--- src/rtl/elev_sched_ctrl.sv ---
// elev_sched_ctrl: N-floor SCAN elevator controller with internal run/door timers.
// Optional door-hold feature enabled by defining ELEV_DOOR_HOLD_EN.
module elev_sched_ctrl #(
  parameter int FLOORS     = 4,
  parameter int RUN_TICKS  = 32,
  parameter int OPEN_TICKS = 64
) (
  input  logic                      clk,
  input  logic                      rst_n,
  input  logic                      switch,
  input  logic [FLOORS-1:0]         req,
  input  logic                      door_hold,
  output logic [FLOORS-1:0]         position,
  output logic [$clog2(FLOORS)-1:0] floor_idx,
  output logic [1:0]                ud_mode,
  output logic [2:0]                state,
  output logic                      opendoor,
  output logic                      mv2nxt,
  output logic [FLOORS-1:0]         req_clear
);
  localparam int IW = $clog2(FLOORS);
  localparam int TW = $clog2((RUN_TICKS > OPEN_TICKS ? RUN_TICKS : OPEN_TICKS) + 1);
  localparam logic [FLOORS-1:0] ONE = FLOORS'(1);
  localparam logic [1:0] IDLE = 2'b00, UP = 2'b01, DN = 2'b10;
  typedef enum logic [2:0] {STOP = 3'd0, PAUSE = 3'd1, MOVE = 3'd2, OPEN = 3'd3} state_t;
  state_t            st_q, st_d;
  logic [FLOORS-1:0] pos_q, pos_d, rclr_q, rclr_d, pos_up;
  logic [IW-1:0]     idx_q, idx_d;
  logic [1:0]        ud_q, ud_d;
  logic              door_q, door_d, mv_q, mv_d;
  logic [TW-1:0]     run_q, run_d, dt_q, dt_d;
  logic              up_need, dn_need, up_ok, dn_ok, hold;
`ifdef ELEV_DOOR_HOLD_EN
  assign hold = door_hold;
`else
  logic unused_door_hold;
  assign unused_door_hold = door_hold;
  assign hold = 1'b0;
`endif
  // Masks strictly above / strictly below the one-hot position; top floor wraps pos_up to 0.
  assign pos_up  = pos_q << 1;
  assign up_need = |(req & ~(pos_up - ONE));
  assign dn_need = |(req & (pos_q - ONE));
  assign up_ok   = ud_q == UP && !pos_q[FLOORS-1];
  assign dn_ok   = ud_q == DN && !pos_q[0];
  always_comb begin
    st_d   = st_q;
    pos_d  = pos_q;
    idx_d  = idx_q;
    ud_d   = ud_q;
    door_d = door_q;
    mv_d   = mv_q;
    rclr_d = '0;
    run_d  = run_q;
    dt_d   = dt_q;
    case (st_q)
      STOP: st_d = PAUSE;
      PAUSE: begin
        if (|(req & pos_q)) begin
          st_d   = OPEN;
          door_d = 1'b1;
          rclr_d = pos_q;
          dt_d   = '0;
        end else if (up_need || dn_need) begin
          st_d  = MOVE;
          mv_d  = 1'b1;
          run_d = '0;
          ud_d  = ((ud_q == DN && dn_need) || !up_need) ? DN : UP;
        end else ud_d = IDLE;
      end
      MOVE: begin
        run_d = run_q + TW'(1);
        if (run_q == TW'(RUN_TICKS - 1)) begin
          st_d  = PAUSE;
          mv_d  = 1'b0;
          run_d = '0;
          pos_d = up_ok ? pos_q << 1 : dn_ok ? pos_q >> 1 : pos_q;
          idx_d = up_ok ? idx_q + IW'(1) : dn_ok ? idx_q - IW'(1) : idx_q;
        end
      end
      OPEN: begin
        dt_d   = hold ? '0 : dt_q + TW'(1);
        rclr_d = req & pos_q & ~rclr_q;
        if (!hold && dt_q == TW'(OPEN_TICKS - 1)) begin
          st_d   = PAUSE;
          door_d = 1'b0;
          dt_d   = '0;
        end
      end
      default: begin
        st_d   = STOP;
        pos_d  = ONE;
        idx_d  = '0;
        ud_d   = IDLE;
        door_d = 1'b0;
        mv_d   = 1'b0;
        run_d  = '0;
        dt_d   = '0;
      end
    endcase
  end
  always_ff @(posedge clk) begin
    if (!rst_n || !switch) begin
      st_q   <= STOP;
      pos_q  <= ONE;
      idx_q  <= '0;
      ud_q   <= IDLE;
      door_q <= 1'b0;
      mv_q   <= 1'b0;
      rclr_q <= '0;
      run_q  <= '0;
      dt_q   <= '0;
    end else begin
      st_q   <= st_d;
      pos_q  <= pos_d;
      idx_q  <= idx_d;
      ud_q   <= ud_d;
      door_q <= door_d;
      mv_q   <= mv_d;
      rclr_q <= rclr_d;
      run_q  <= run_d;
      dt_q   <= dt_d;
    end
  end
  assign position  = pos_q;
  assign floor_idx = idx_q;
  assign ud_mode   = ud_q;
  assign state     = st_q;
  assign opendoor  = door_q;
  assign mv2nxt    = mv_q;
  assign req_clear = rclr_q;
endmodule

--- config.mk ---
export PLATFORM = sky130hd
export DESIGN_NAME = elev_sched_ctrl
export DESIGN_NICKNAME = d
export VERILOG_FILES = /design/src/rtl/elev_sched_ctrl.sv
export SDC_FILE = /design/constraint.sdc
export NUM_CORES = 1
export LEC_CHECK = 0
export BUFFER_PORTS_ARGS = -buffer_cell sky130_fd_sc_hd__buf_2
export CAP_MARGIN = 5
export CORE_MARGIN = 1
export CORE_UTILIZATION = 50
export CTS_CLUSTER_SIZE = 8
export DETAILED_ROUTE_END_ITERATION = 8
export PLACE_DENSITY = 0.74
export SETUP_SLACK_MARGIN = 0.4
export SYNTH_ARGS = -nofsm -noshare
export SYNTH_HDL_FRONTEND = slang
export SYNTH_SLANG_ARGS = --single-unit
--- constraint.sdc ---
create_clock -name clk -period 1.97 [get_ports clk]
set_input_delay 0.2955 -clock clk [delete_from_list [all_inputs] [get_ports clk]]
set_output_delay 0.2955 -clock clk [all_outputs]
set_load 0.01 [all_outputs]
==> results of run 1 <==
## metrics by stage
step / area, sq um / worst slack [ps] / power, mW
after floorplan: 1760 / 85.3 / 0.731
after global routing: 2200 / 70.7 / 1.25
after global placement: 1890 / 117 / 0.761
after detailed placement: 1890 / 89.2 / 0.768
after CTS: 2120 / 156 / 1.19
final: 2200 / 146 / 1.19
## logic make-up (layout without fill, tap and decap cells)
kind of cell / after synthesis / after routing / synth area share (%)
AO/OA/AOI/OAI: 48 / 48 / 22.1
adder cells (fa/ha/maj): 8 / 8 / 5.96
XOR/XNOR: 6 / 6 / 3.13
other: 1 / 1 / 0.223
multiplexers: 7 / 7 / 4.17
AND/OR/NAND/NOR: 78 / 78 / 22.8
flip-flops: 30 / 30 / 35.8
buffers and inverters: 19 / 63 / 5.89
## flip-flops by register name (all words and copies together) (netlist names)
register   count
dt_q           7
run_q          7
position       4
req_clear      4
floor_idx      2
state          2
ud_mode        2
mv2nxt         1
opendoor       1
## final timing paths
path,from,endpoint,depth (start not counted)
max,position[0],run_q[5],7
min,req[1],req_clear[1],4
max reg2reg,position[0],run_q[5],7
min reg2reg,opendoor,opendoor,2
## per-layer routing
metal,up-vias,GRT usage [%],wire length [microns]
li1,795,-,-
met1,769,29.7,1810
met2,54,45.2,2170
met3,14,4.98,209
met4,0,16.9,135
met5,-,0,0
## cell type report
type                       count  area, sq um  share of cell area (%)
clock inverter                 1         5.00                   0.227
inverter                      10         42.5                    1.93
multi-input combinational    148         1120                    50.9
tap                           44         55.1                    2.50
sequential                    30          619                    28.1
timing repair buffer          45          307                    13.9
clock buffer                   7         55.1                    2.50
## power by group
part	total (mW)	internal (mW)	switching [mW]	leakage, nW
Sequential	0.618	0.610	0.00791	0.246
Clock	0.385	0.173	0.212	0.0353
Combinational	0.192	0.0872	0.105	0.611
## worst register-to-register path, cell delays in order, from the launching register on
cell and delay [ps]:
dfxtp_2 360, inv_4 40, ha_4 260, inv_2 30
a222oi_1 400, and4_4 390, nor2_4 50, a31o_1 190
## what timing repair did
action,4_1_cts,5_1_grt
gates resized for setup,20,13
setup buffers,10,6
gates cloned,1,0
endpoints found under the setup margin,24,24
pin swaps,10,9
## layout by cell type (no fill, tap or decap), drive strengths merged, types with 2 or more instances in the layout
cell type,n
inv,10
o221a,2
nor2,22
a21boi,2
o311ai,3
a22oi,4
and2,3
buf,45
o31ai,2
nor4,2
o41ai,2
mux2i,7
nand4,4
nand3,7
and3,7
a31o,2
nor2b,2
nand2,24
o21bai,2
a21oi,8
nor3b,3
clkbuf,7
ha,8
xor2,5
o21ai,10
dfxtp,30
==> flow_summary.yaml, run 1 <==
outcome:
  status: "complete, no violations"
flow_run:
  drv_cap: 0
worst_setup_path:
  cp.required_ps: 2200
  arrival_ps: 2060
  critPathLaunchType: "register"
  crit_family: "compound AO/OA/AOI/OAI gates"
  critPathCaptureType: "register"
  critical_path_class: "reg -> reg"
  critPathMaxFanout: 8
  slowest_delay_ps: 400
  critPathBufInv: 2
  critPathSlowestCell: "a222oi_1"
  r2r_setup_slack_ps: 150
  path_cells: "inv_4 > ha_4 > inv_2 > a222oi_1 > and4_4 > nor2_4 > a31o_1"
drt:
  dr.pass1.iters: 4
  drt_iter0_markers: 103
  drc_errors: 0
  drtAntennaViolNets: 0
  routed_wl_microns: 4320
  num_vias: 1632
  routedWlPerCell_microns: 15.2
  routed_via_density: 5.73
floorplanning:
  io_pins: 25
  die_y_microns: 60.0
  coreArea_sq_um: 3130
  fp-row-count: 20
  die_area_sq_um: 3590
  die_w_microns: 60.0
  initial_core_util_pct: 53.7
global_route:
  grt_pass1_vias: 1541
  antenna_found_initial: 0
  grt_usage_pct: 26.4
  overflow: 0
  grt_max_degree: 15
  grt_pass1_wl_microns: 6850
sta:
  fin_setup_tns_ps: 0
  slew_headroom_pct: 61.4
  setup_violations: 0
  slew_viol_final: 0
  layout_min_cycle_time_ps: 1820
  fmax_mhz: 548
  clock_skew_ps: 10.2
  worstMarginPinSlew_ps: 577
  hold_viol_final: 0
  finalCritPeriodShare_pct: 92.6
  hold_ws_ps: 403
  grt_setup_unrepaired: "yes"
placement:
  portBuffers: 22
  gp_congestion: 0.840
  placed_cells: 260
  hpwl_microns: 2900
synthesis:
  mappedNetlistNets: 213
  syn_avg_cell_area_sq_um: 8.52
  seq_area_frac_synth_pct: 35.8
  async_flop_share_pct: 0
  synth.distinct_cells: 50
  synth_ff_type: "dfxtp_1"
  synth_most_common_cell: "dfxtp_1"
  ys_seq_elements: 30
  synth_top_area_cell: "dfxtp_1"
  synth_top_cell_area_share_pct: 35.8
  ys_top_cells_by_count: "dfxtp_1 (30), nand2_1 (24), nor2_1 (22), inv_1 (10), o21ai_0 (9)"
  synthTopCellsByArea: "dfxtp_1 (36%), ha_1 (6.0%), nand2_1 (5.4%)"
  synth_warnings: 0
  synthCells: 197
  synth_edf_count: 0
  syn_area_sq_um: 1680
clock_network:
  clockBufferDepth: 2
  cts.sinks: 30
  cts_tree: "yes"
  cts_buffers: 5
  cts.clk_slew.worst_paths_ps: 90
  clock_latency_ps: 340
  root_buffer: "clkbuf_4"
  hold_buffers: 0
  cts_htree_levels: 2
power_and_ir_drop:
  ir_drop_mv: 0.376
  powerDensity_nw_per_um2: 542
  p_leak_nw: 0.893
finish:
  drive_gt1_share_pct: 39.4
  utilization_pct: 70.5
  area_growth_pct: 31.3
  stdcell_count: 285
  filler_cell_count: 234
  nets: 256
  antenna_cells: 0
min_path:
  worstHoldPathType: "in -> reg"
(Power assumes the default switching activity.)
==> inputs of run 2 (changes only) <==
--- a/config.mk
+++ b/config.mk
@@ -9,6 +9,7 @@
 export CAP_MARGIN = 5
 export CORE_MARGIN = 1
 export CORE_UTILIZATION = 50
+export CTS_BUF_LIST = sky130_fd_sc_hd__clkbuf_8 sky130_fd_sc_hd__clkbuf_16
 export CTS_CLUSTER_SIZE = 8
 export DETAILED_ROUTE_END_ITERATION = 8
 export PLACE_DENSITY = 0.74
==> run 2 against run 1 <==
  * Global-route usage rose by 0.45 points
  * Critical path depth unchanged
  * Combinational power about the same
  * Maximum frequency up 0.60%
  * Hold slack better by 47 ps
  * Sequential power is essentially flat
  * Non-clock buffer count grew 2
  * Sequential cell count unchanged
==> flow_summary.yaml, run 2 (synthesis gave the netlist of run 1 again) <==
finish:
  largest_registers: "dt_q: 7 flops, run_q: 7 flops"
  antenna_cells: 0
  nets: 258
  layout_common_cells: "nand2_1 (22), buf_2 (22), nor2_1 (21), dfxtp_1 (21), buf_4 (20)"
  postLayoutCellArea_sq_um: 2250
  area_growth_pct: 34.1
  utilization_pct: 72.0
  drive_gt1_share_pct: 39.1
  stdcell_count: 287
sta:
  fin_setup_tns_ps: 0
  hold_viol_final: 0
  slew_headroom_pct: 64.1
  grt_setup_unrepaired: "yes"
  setup_violations: 0
  finalCritPeriodShare_pct: 92.0
  layout_min_cycle_time_ps: 1810
  slew_viol_final: 0
  setup_slack_ps: 157
  fmax_mhz: 552
  worstMarginPinSlew_ps: 538
  clock_skew_ps: 6.48
  hold_ws_ps: 450
power_and_ir_drop:
  switching_share_pct: 26.4
  seqPwrFrac_pct: 46.7
  total_power_mw: 1.33
  p_comb_share_pct: 14.7
  ir_drop_mv: 0.427
  p_int_mw: 0.976
  powerDensity_nw_per_um2: 589
  p_sw_mw: 0.350
  clock_power_share_pct: 38.6
  p_leak_nw: 0.922
placement:
  place_area_sq_um: 1890
  portBuffers: 22
  gp_congestion: 0.840
  placed_cells: 260
  hpwl_microns: 2900
  post-place-ws_ps: 89.2
global_route:
  grt_max_degree: 15
  overflow: 0
  antenna_found_initial: 0
  grt_pass1_vias: 1553
  grt_pass1_wl_microns: 6930
  grt_usage_pct: 26.8
clock_network:
  cts_buffers: 5
  cts_tree: "yes"
  clockBufferDepth: 2
  cts_htree_levels: 2
  root_buffer: "clkbuf_8"
  clock_latency_ps: 290
  cts.clk_slew.worst_paths_ps: 60
  cts.sinks: 30
  hold_buffers: 0
worst_setup_path:
  critical_path_class: "reg -> reg"
  critPathCaptureType: "register"
  cp.required_ps: 2140
  critPathLaunchType: "register"
  arrival_ps: 1980
  critPathMaxFanout: 5
drt:
  routedWlPerCell_microns: 15.5
  met1Wirelength_microns: 1890
  drc_errors: 0
  routed_wl_microns: 4460
  top_layer: "met4"
  dr.pass1.iters: 4
  routed_via_density: 5.76
  wl_met2_microns: 2250
  num_vias: 1654
  drtAntennaViolNets: 0
  drt_iter0_markers: 91
  met3WireLength_microns: 223
floorplanning:
  io_pins: 25
  die_y_microns: 60.0
  die_w_microns: 60.0
  coreArea_sq_um: 3130
  fp-row-count: 20
  initial_core_util_pct: 53.7
  die_area_sq_um: 3590
min_path:
  worstHoldPathType: "in -> reg"
outcome:
  status: "complete, no violations"
flow_run:
  drv_cap: 0
[run 2: cell count changes in the layout (fill, tap and decap cells not counted), sizes merged]
cell	change
clkbuf	-1
buf	+2
inv	+1
[run 2: worst paths after layout]
check                   start           end  slack, ps  cells after the start
hold reg to reg      opendoor      opendoor        460                      2
hold / removal         req[1]  req_clear[1]        450                      4
setup reg to reg  position[0]      state[0]        160                      7
setup / recovery  position[0]      state[0]        160                      7
[run 2: critical path: stages, from the launching register on]
cell      delay [ps]
dfxtp_2          350
inv_4             40
ha_4             260
inv_2             30
a222oi_1         390
and2_4           270
a21oi_1           90
o32ai_1          270
[run 2: final cells by class]
cell class | instances | area [sq um]
Inverter | 10 | 42.5
Tap cell | 44 | 55.1
Multi-Input combinational cell | 148 | 1120
Timing Repair Buffer | 47 | 325
Clock buffer | 6 | 82.6
Clock inverter | 2 | 8.76
Sequential cell | 30 | 619
Fill cell | 231 | 876
[run 2: repair_timing]
| action | 4_1_cts | 5_1_grt |
|---|---|---|
| pin swaps | 10 | 10 |
| setup buffers | 11 | 7 |
| cloned | 1 | 0 |
| setup endpoints to repair | 24 | 23 |
| gates resized for setup | 21 | 12 |
[run 2: metal layers]
layer / vias up / GRT usage, %
met4: 0 / 13.6
met5: - / 0
li1: 797 / -
met2: 51 / 45.9
met3: 11 / 8.23
met1: 795 / 29.9
[run 2: power by group through the flow]
stage	clock network [mW]	registers [mW]	logic, mW
CTS	0.519	0.620	0.177
global placement	0	0.633	0.128
finish	0.512	0.619	0.195
floorplan	0	0.635	0.0967
global route	0.549	0.620	0.207
detailed placement	0	0.633	0.135
